File: src/rtl/usb_rx_pkg.sv
// rtl/usb_rx_pkg.sv - shared types and bit-timing constants for the USB receive path
// Purpose: timer state encoding plus the bit-timing and bit-stuffing constants
//          used by usb_rx_timer and its counters.
// Ports:   none (package).
package usb_rx_pkg;

    localparam int CLKS_PER_BIT  = 8;
    localparam int SAMPLE_PHASE  = 3;
    localparam int MAX_ONES      = 6;
    localparam int BITS_PER_BYTE = 8;

    localparam int PHASE_W  = $clog2(CLKS_PER_BIT);
    localparam int BITCNT_W = $clog2(BITS_PER_BYTE);
    localparam int ONES_W   = $clog2(MAX_ONES + 1);

    typedef enum logic [1:0] {
        ST_IDLE = 2'd0,
        ST_RUN  = 2'd1,
        ST_ERR  = 2'd2
    } timer_state_e;

endpackage

File: src/rtl/usb_rx_timer_if.sv
// rtl/usb_rx_timer_if.sv - control/status bundle between RX control unit and bit timer
// Purpose: groups the timer's control inputs and pulse outputs.
// Signals: enable_timer, d_edge, d_orig, eop      (control unit -> timer)
//          shift_enable, byte_complete, stuff_error (timer -> control unit)
// Modports: master = control unit side, slave = timer side.
interface usb_rx_timer_if;

    logic enable_timer;
    logic d_edge;
    logic d_orig;
    logic eop;
    logic shift_enable;
    logic byte_complete;
    logic stuff_error;

    modport master (
        output enable_timer,
        output d_edge,
        output d_orig,
        output eop,
        input  shift_enable,
        input  byte_complete,
        input  stuff_error
    );

    modport slave (
        input  enable_timer,
        input  d_edge,
        input  d_orig,
        input  eop,
        output shift_enable,
        output byte_complete,
        output stuff_error
    );

endinterface

File: src/rtl/flex_counter.sv
// rtl/flex_counter.sv - up counter with parameterised width and rollover value
// Purpose: counts 0..ROLLOVER_VAL then wraps to 0; clear has priority over count.
// Ports:   clk, n_rst      - clock, synchronous active-low reset
//          clear_i         - force count to 0 on the next edge
//          count_enable_i  - advance the count on the next edge
//          count_o         - current count
//          rollover_flag_o - count currently equals ROLLOVER_VAL (next advance wraps)
module flex_counter #(
    parameter int               WIDTH        = 4,
    parameter logic [WIDTH-1:0] ROLLOVER_VAL = '1
) (
    input  logic             clk,
    input  logic             n_rst,
    input  logic             clear_i,
    input  logic             count_enable_i,
    output logic [WIDTH-1:0] count_o,
    output logic             rollover_flag_o
);

    logic [WIDTH-1:0] count_q;
    logic [WIDTH-1:0] count_d;

    always_ff @(posedge clk) begin
        if (!n_rst) begin
            count_q <= '0;
        end else begin
            count_q <= count_d;
        end
    end

    always_comb begin
        count_d = count_q;
        if (clear_i) begin
            count_d = '0;
        end else if (count_enable_i) begin
            count_d = (count_q == ROLLOVER_VAL) ? '0 : count_q + 1'b1;
        end
    end

    assign count_o         = count_q;
    assign rollover_flag_o = (count_q == ROLLOVER_VAL);

endmodule

File: src/rtl/usb_rx_timer.sv
// rtl/usb_rx_timer.sv - USB receive bit timer with bit-stuff removal and byte framing
// Purpose: recovers the mid-bit sample point from an 8x clock, drops stuffed zeros,
//          flags stuffing violations and marks every 8th delivered bit.
// Ports:   clk   - system clock, 8 clocks per bit time
//          n_rst - synchronous active-low reset
//          bus   - usb_rx_timer_if.slave: enable_timer, d_edge, d_orig, eop in;
//                  registered one-cycle pulses shift_enable, byte_complete, stuff_error out
module usb_rx_timer
    import usb_rx_pkg::*;
(
    input  logic         clk,
    input  logic         n_rst,
    usb_rx_timer_if.slave bus
);

    timer_state_e state_q;
    timer_state_e state_d;

    logic [PHASE_W-1:0]  phase;
    logic [BITCNT_W-1:0] bit_cnt;
    logic                bit_roll;
    logic                phase_wrap_unused;

    logic [ONES_W-1:0]   ones_q;
    logic [ONES_W-1:0]   ones_d;
    logic                shift_enable_q;
    logic                shift_enable_d;
    logic                stuff_error_q;
    logic                stuff_error_d;
    logic                byte_pend_q;
    logic                byte_pend_d;
    logic                byte_complete_q;

    logic sample_pt;
    logic abort_run;
    logic ones_full;
    logic take_sample;
    logic stuff_viol;
    logic do_shift;

    // Sampling is suppressed on an edge cycle because the phase is being
    // realigned; eop or a dropped enable abort the packet before any sample.
    assign sample_pt   = (state_q == ST_RUN) && !bus.d_edge &&
                         (phase == PHASE_W'(SAMPLE_PHASE));
    assign abort_run   = bus.eop || !bus.enable_timer;
    assign ones_full   = (ones_q == ONES_W'(MAX_ONES));
    assign take_sample = sample_pt && !abort_run;
    assign stuff_viol  = take_sample && bus.d_orig && ones_full;
    // After six ones the next bit is either the stuffed zero or a violation,
    // so it is never delivered.
    assign do_shift    = take_sample && !ones_full;

    flex_counter #(
        .WIDTH        (PHASE_W),
        .ROLLOVER_VAL (PHASE_W'(CLKS_PER_BIT - 1))
    ) u_phase_cnt (
        .clk             (clk),
        .n_rst           (n_rst),
        .clear_i         ((state_d == ST_IDLE) ||
                          (state_q == ST_RUN && state_d == ST_RUN && bus.d_edge)),
        .count_enable_i  ((state_q == ST_RUN) && (state_d == ST_RUN)),
        .count_o         (phase),
        // Bit timing keys off the sample phase, not the wrap point.
        .rollover_flag_o (phase_wrap_unused)
    );

    flex_counter #(
        .WIDTH        (BITCNT_W),
        .ROLLOVER_VAL (BITCNT_W'(BITS_PER_BYTE - 1))
    ) u_bit_cnt (
        .clk             (clk),
        .n_rst           (n_rst),
        .clear_i         (state_d == ST_IDLE),
        .count_enable_i  (do_shift),
        .count_o         (bit_cnt),
        .rollover_flag_o (bit_roll)
    );

    // State register
    always_ff @(posedge clk) begin
        if (!n_rst) begin
            state_q <= ST_IDLE;
        end else begin
            state_q <= state_d;
        end
    end

    // Next-state logic
    always_comb begin
        state_d = state_q;
        unique case (state_q)
            ST_IDLE: if (bus.enable_timer) state_d = ST_RUN;
            ST_RUN: begin
                if (abort_run) begin
                    state_d = ST_IDLE;
                end else if (stuff_viol) begin
                    state_d = ST_ERR;
                end
            end
            ST_ERR:  if (!bus.enable_timer) state_d = ST_IDLE;
            default: state_d = ST_IDLE;
        endcase
    end

    // Output / datapath next values
    always_comb begin
        shift_enable_d = do_shift;
        stuff_error_d  = stuff_viol;
        // Last bit of a byte: byte_complete follows its shift_enable by one cycle.
        byte_pend_d    = do_shift && bit_roll;
        ones_d         = ones_q;
        if (state_d == ST_IDLE) begin
            ones_d = '0;
        end else if (take_sample) begin
            if (!bus.d_orig) begin
                ones_d = '0;
            end else if (!ones_full) begin
                ones_d = ones_q + 1'b1;
            end
        end
    end

    // byte_pend -> byte_complete runs regardless of state so a byte whose last
    // bit was already shifted still completes across a disable or eop.
    always_ff @(posedge clk) begin
        if (!n_rst) begin
            ones_q          <= '0;
            shift_enable_q  <= 1'b0;
            stuff_error_q   <= 1'b0;
            byte_pend_q     <= 1'b0;
            byte_complete_q <= 1'b0;
        end else begin
            ones_q          <= ones_d;
            shift_enable_q  <= shift_enable_d;
            stuff_error_q   <= stuff_error_d;
            byte_pend_q     <= byte_pend_d;
            byte_complete_q <= byte_pend_q;
        end
    end

    assign bus.shift_enable  = shift_enable_q;
    assign bus.byte_complete = byte_complete_q;
    assign bus.stuff_error   = stuff_error_q;

endmodule

File: src/flat_wrapper.sv
// flat-port wrapper written by rule: the top's interface ports become plain ports
module usb_rx_timer_flat import usb_rx_pkg::*;
  (clk, n_rst, bus_enable_timer, bus_d_edge, bus_d_orig, bus_eop, bus_shift_enable, bus_byte_complete, bus_stuff_error);
  usb_rx_timer_if bus_i ();
  input  logic clk;
  input  logic n_rst;
  input wire logic [$bits(bus_i.enable_timer)-1:0] bus_enable_timer;
  input wire logic [$bits(bus_i.d_edge)-1:0] bus_d_edge;
  input wire logic [$bits(bus_i.d_orig)-1:0] bus_d_orig;
  input wire logic [$bits(bus_i.eop)-1:0] bus_eop;
  output wire logic [$bits(bus_i.shift_enable)-1:0] bus_shift_enable;
  output wire logic [$bits(bus_i.byte_complete)-1:0] bus_byte_complete;
  output wire logic [$bits(bus_i.stuff_error)-1:0] bus_stuff_error;
  assign bus_i.enable_timer = bus_enable_timer;
  assign bus_i.d_edge = bus_d_edge;
  assign bus_i.d_orig = bus_d_orig;
  assign bus_i.eop = bus_eop;
  assign bus_shift_enable = bus_i.shift_enable;
  assign bus_byte_complete = bus_i.byte_complete;
  assign bus_stuff_error = bus_i.stuff_error;
  usb_rx_timer u_core (.clk(clk), .n_rst(n_rst), .bus(bus_i));
endmodule
File: config.mk
export PLATFORM = sky130hd
export DESIGN_NAME = usb_rx_timer_flat
export DESIGN_NICKNAME = d
export VERILOG_FILES = /design/src/rtl/usb_rx_pkg.sv /design/src/rtl/usb_rx_timer_if.sv /design/src/rtl/flex_counter.sv /design/src/rtl/usb_rx_timer.sv /design/src/flat_wrapper.sv
export SDC_FILE = /design/constraint.sdc
export NUM_CORES = 1
export LEC_CHECK = 0
export ABC_CLOCK_PERIOD_IN_PS = 1700
export CORE_UTILIZATION = 45
export DETAILED_ROUTE_END_ITERATION = 12
export GPL_TIMING_DRIVEN = 1
export PLACE_DENSITY = 0.66
export SLEW_MARGIN = 0
export SYNTH_ARGS = -nofsm -noshare
export SYNTH_HDL_FRONTEND = slang
export SYNTH_SLANG_ARGS = --single-unit
export TNS_END_PERCENT = 20
File: constraint.sdc
create_clock -name clk -period 1.7 [get_ports clk]
set_input_delay 0.34 -clock clk [delete_from_list [all_inputs] [get_ports clk]]
set_output_delay 0.34 -clock clk [all_outputs]
set_load 0.005 [all_outputs]
* Word-level counts from Yosys, hierarchy flattened *
Cells that the tools add are included.

cells by class
  $add $sub $neg = 3
  multipliers = 0
  divide/modulo/power cells = 0
  order comparisons = 0
  eq/ne operators = 8
  shift-type cells = 0
  multiplexer cells = 9
  bitwise logic cells = 1
  reductions and logical operators = 20

operators by type and width
  operator                                        count
  two-way mux 3 bit                               4
  adder 3 x 1 -> 3 bit (second input constant)    3
  == test 3 bit (second input constant)           3
  logical AND 1 bit                               9
  two-way mux 2 bit                               4
  case mux 2 bit (3 select lines)                 1
  == test 2 x 1 -> 1 bit (second input constant)  2
  zero test 1 bit                                 4
  zero test 2 bit                                 2
  OR reduction 2 bit                              2
  == test 3 x 2 -> 1 bit (second input constant)  1
  == test 2 bit (second input constant)           1
  logical OR 1 bit                                2
  != test 2 bit (second input constant)           1
  AND reduction 2 bit                             1
  NOT 1 bit                                       1

word-level totals
  register bits = 15
  bits in latches = 0
  bits in writable memories = 0
  bits in read-only memories = 0
  input port bits = 6
  output and inout bits = 3
  word-level logic and storage cells = 49
  memories kept = 0

* Logic depth before layout (Yosys ltp) *
  depth in word-level cells = 14
  depth in mapped cells = 6
  gate-level depth less buffers = 5

* Hierarchy *
Synthesis repeated with hierarchy kept, for this count alone.

unflattened totals
  cells, all modules = 74
  area total of the unflattened synthesis = 749.5 um^2

by module, submodules not included
  module        times used  cells each  area each (um^2)  sequential area each (um^2)
  usb_rx_timer  1           46          454.2             180.2
  flex_counter  2           14          147.6             60.1

* Least setup slack after synthesis *
OpenSTA, ideal clock, no wires.

  path type = flip-flop to flip-flop
  start = register u_core.u_phase_cnt.count_q[0], in the netlist u_core.u_phase_cnt.count_o[0]
  end = register u_core.u_phase_cnt.count_q[0], in the netlist u_core.u_phase_cnt.count_o[0]
  library setup time = 121 ps
  arrival time = 1,286 ps
  data required time = 1,579 ps
  setup slack = 293 ps
  stages on the path, launching flop included = 7
  buffers on the path = 1
  clock period less this slack = 1,407 ps
  cell sequence = dfxtp_1 ha_1 ha_1 nor2b_1 clkbuf_4 a21o_1 mux2i_1

between the ends
  cells in the longest elaborated chain, start to end = 13
  elaborated cells on any way between the ends = 17
  those cells by class = add/sub (1); eq/ne (3); mux (4); reduce/logical (9)

RTL lines
  what                             line                                    RTL
  from (decl)                      flex_counter.sv:20                      logic [WIDTH-1:0] count_q;
  from (signal assigned)           flex_counter.sv:27                      count_q <= count_d;
  == test 3 x 2 -> 1 bit           usb_rx_timer.sv:44                      (phase == PHASE_W'(SAMPLE_PHASE));
  logical AND 1 bit                usb_rx_timer.sv:43                      assign sample_pt = (state_q == ST_RUN) && !bus.d_edge &&
  logical AND 1 bit                usb_rx_timer.sv:47                      assign take_sample = sample_pt && !abort_run;
  logical AND 1 bit (2 in series)  usb_rx_timer.sv:48                      assign stuff_viol = take_sample && bus.d_orig && ones_full;
  two-way mux 2 bit                usb_rx_timer.sv:96                      end else if (stuff_viol) begin
  two-way mux 2 bit                usb_rx_timer.sv:94                      if (abort_run) begin
  case mux 2 bit (3 select lines)  usb_rx_timer.sv:91                      unique case (state_q)
  == test 2 x 1 -> 1 bit           usb_rx_timer.sv:60, usb_rx_timer.sv:61
  logical AND 1 bit                usb_rx_timer.sv:60, usb_rx_timer.sv:61
  logical AND 1 bit                usb_rx_timer.sv:60                      (state_q == ST_RUN && state_d == ST_RUN && bus.d_edge)),
  logical OR 1 bit                 usb_rx_timer.sv:59                      .clear_i ((state_d == ST_IDLE) ||
  OR reduction 2 bit (no line)     -

Several ways; a longest one is shown, not always the timed one.
A chain may end at the register's enable or synchronous reset.

* Worst setup path after layout *
  start = register u_core.u_phase_cnt.count_q[0], in the netlist u_core.u_phase_cnt.count_o[0]
  end = register u_core.u_bit_cnt.count_q[1], in the netlist u_core.u_bit_cnt.count_o[1]

between the ends
  cells in the longest elaborated chain, start to end = 10
  elaborated cells on any way between the ends = 11
  those cells by class = eq/ne (1); mux (3); reduce/logical (7)

RTL lines
  what                             line                RTL
  == test 3 x 2 -> 1 bit (*)       usb_rx_timer.sv:44
  logical AND 1 bit (*)            usb_rx_timer.sv:43
  logical AND 1 bit (*)            usb_rx_timer.sv:47
  logical AND 1 bit (2 in series)  usb_rx_timer.sv:48
  two-way mux 2 bit                usb_rx_timer.sv:96
  two-way mux 2 bit                usb_rx_timer.sv:94
  case mux 2 bit (3 select lines)  usb_rx_timer.sv:91
  zero test 2 bit                  usb_rx_timer.sv:73  .clear_i (state_d == ST_IDLE),
  OR reduction 2 bit (no line)     -
  to (signal assigned)             flex_counter.sv:27
  to (decl)                        flex_counter.sv:20

Mark *: on every way between the ends. The rest lies on a longest branch, timed or not.

==> flow_metrics.tcl <==
set metrics [dict create \
    clockRootBuffer "clkbuf_4" \
    wl_um 1600 \
    rsz0062_at_grt "false" \
    antenna_found_initial 0 \
    drc_errors 0 \
    max_slew_margin 0.822 \
    fmax_mhz 659 \
    tightest_slew_ps 266 \
    start_util 0.478 \
    grt_util_all_layers 0.188 \
    grt_pass1_wl_um 2710 \
    diodes 0 \
    final_layout_size_suffix_gt1_frac 0.202 \
    clockBufferDepth 2 \
    grt_overflow 0 \
    synthCells 82 \
    die_y_um 44.8 \
    place_congestion 0.849 \
    regArea_um2 300 \
    io_buffers 8 \
    setup_viol 0 \
    drtIter0Drc 13 \
    hold_viol_final 0 \
    viasPerCell 5.48 \
    ant_nets 0 \
    layout_common_cells "15 x dfxtp_1, 8 x clkdlybuf4s50_1, 7 x nand3_1, 7 x ha_1, 7 x buf_4" \
    fin_crit_sh 0.893 \
    postSynthAreaPerCell_um2 10.1 \
    syn-cell-area_um2 826 \
    drv_cap 0 \
    cp_max_fo 5 \
    cts_tree "built" \
    grt_max_degree 10 \
    worst_slack_ps 182 \
    die_w_um 44.8 \
    ys_warn_count 0 \
    drtPass1Iterations 3 \
    slowest_stage "dfxtp_1" \
    status "finished clean" \
    multi_input_area_um2 503 \
    clkTransAtPathRegs_ps 100 \
    die_area_mm2 0.00201 \
    ys_seq_area_frac 0.364 \
    required_ps 1880 \
    vias 680 \
    areaGrowthSynthToFinish_pct 21.4 \
    final_util 0.580 \
    dp_slack_ps 19.0 \
    synth_top_cell_area_share 0.364 \
    grt_pass1_vias 660 \
    insertion_delay_ps 290 \
    synth.largest_area_cell "dfxtp_1" \
    p_leak_nw 0.395 \
    fin_worst_skew_ps 9.53 \
    hold_buffers 0 \
    fillers 161 \
    wl_per_cell_um 12.9 \
    htree_levels 1 \
    min_path_type "flop to flop" \
    p_per_area_mw_per_mm2 611 \
    syn_nets 95 \
    ys_ff_latch 15 \
    start_kind "flop" \
    tns_ps 0 \
    coreArea_mm2 0.00173 \
    synth_area_leaders "dfxtp_1 36%, ha_1 11%, nand3_1 4.2%, mux2i_1 3.6%, nand4bb_4 3.3%" \
    synthDistinctLibCells 32 \
    final_common_cell "dfxtp_1" \
    path_class "flop to flop" \
    drv_slew 0 \
    crit_arrival_ps 1700 \
    cts_setup_buffers 0 \
    crit_top_cell "ha_1" \
    end_kind "flop" \
    dp_hpwl_um 1270 \
    worstPathCellList "ha_1 -> ha_1 -> or2b_1 -> o31ai_1 -> a21oi_1" \
    cts-buffers-inserted 3 \
    cts_resized 0 \
    cp_slowest_stage_delay_ps 370 \
    ir_drop_mv 0.498 \
    final_nets 113 \
    num_io_pins 9 \
    clock-sinks 15 \
    num_rows 15 \
    fin_crit_ps 1520 \
]
-- metal layers --
metal / wire (µm) / global-route usage / vias to the layer above
met5: 0 / 0 / -
met3: 57 / 0.0720 / 0
li1: - / - / 348
met2: 828 / 0.356 / 9
met1: 713 / 0.196 / 323
met4: 0 / 0.0364 / 0
-- metrics by stage --
stage | hold slack (ps) | cells | total power, mW | instance area [µm²]
after floorplan | 412 | 82 | 0.385 | 826
after global placement | 436 | 120 | 0.414 | 975
after detailed placement | 433 | 120 | 0.415 | 975
after CTS | 456 | 124 | 0.623 | 1000
after global routing | 469 | 124 | 0.650 | 1000
final | 452 | 124 | 0.613 | 1000
-- area by class of cell --
class	instances	share of cell area
Tap cell	25	0.0312
Clock inverter	1	0.00499
Timing Repair Buffer	15	0.132
Multi-Input combinational cell	63	0.502
Clock buffer	3	0.0225
Inverter	2	0.00749
Sequential cell	15	0.300
-- registers in the layout, indices dropped and copies added, names as in the netlist --
name                        flops
u_core.ones_q                   3
u_core.u_bit_cnt.count_o        3
u_core.u_phase_cnt.count_o      3
u_core.state_q                  2
u_core.bus.byte_complete        1
u_core.bus.shift_enable         1
u_core.bus.stuff_error          1
u_core.byte_pend_q              1
-- final timing paths --
check	start	slack, ps	depth (start not counted)	to
setup / recovery	u_core.u_phase_cnt.count_o[0]$_SDFFE_PP0P_	180	5	u_core.u_bit_cnt.count_o[1]$_SDFFE_PP0P_
hold / removal	u_core.byte_pend_q$_SDFF_PN0_	450	1	u_core.bus.byte_complete$_SDFF_PN0_
setup reg to reg	u_core.u_phase_cnt.count_o[0]$_SDFFE_PP0P_	180	5	u_core.u_bit_cnt.count_o[1]$_SDFFE_PP0P_
hold reg to reg	u_core.byte_pend_q$_SDFF_PN0_	450	1	u_core.bus.byte_complete$_SDFF_PN0_
-- synth_stat cells --
cell / number
a211oi_2: 1
a21o_1: 1
a21oi_1: 3
a31oi_1: 2
a32oi_1: 1
and2_1: 3
and3_1: 2
and4_1: 2
and4bb_4: 1
buf_4: 1
clkbuf_4: 1
dfxtp_1: 15
ha_1: 7
inv_1: 2
mux2i_1: 3
nand2_1: 5
nand2_2: 1
nand3_1: 7
nand3b_1: 1
nand4_1: 4
nand4_4: 1
nand4b_1: 2
nand4bb_4: 1
nor2_1: 4
nor2_2: 1
nor2b_1: 2
nor3_2: 1
o21ai_2: 1
o22ai_1: 1
o31ai_1: 3
o32ai_2: 1
or2b_1: 1
-- worst max-delay path: cells and delay by family (launching register included) --
family	cells	cell delay (ps)
AOI/OAI and AO/OA	2	360
adders and majority gates	2	380
DFF	1	370
and+or+nand+nor	1	310
-- where the power goes --
part	internal, mW	switching [mW]
Clock	0.0875	0.119
Sequential	0.353	0.00304
Combinational	0.0262	0.0247
Total	0.466	0.147
-- cells by family after synthesis --
| logic type | count (synthesis) | synth area share |
|---|---|---|
| AOI/OAI and AO/OA | 14 | 0.133 |
| adders and majority gates | 7 | 0.106 |
| buffers and inverters | 4 | 0.0273 |
| DFF | 15 | 0.364 |
| muxes | 3 | 0.0364 |
| and+or+nand+nor | 39 | 0.333 |
No activity file was read; power rests on OpenSTA's default activity.
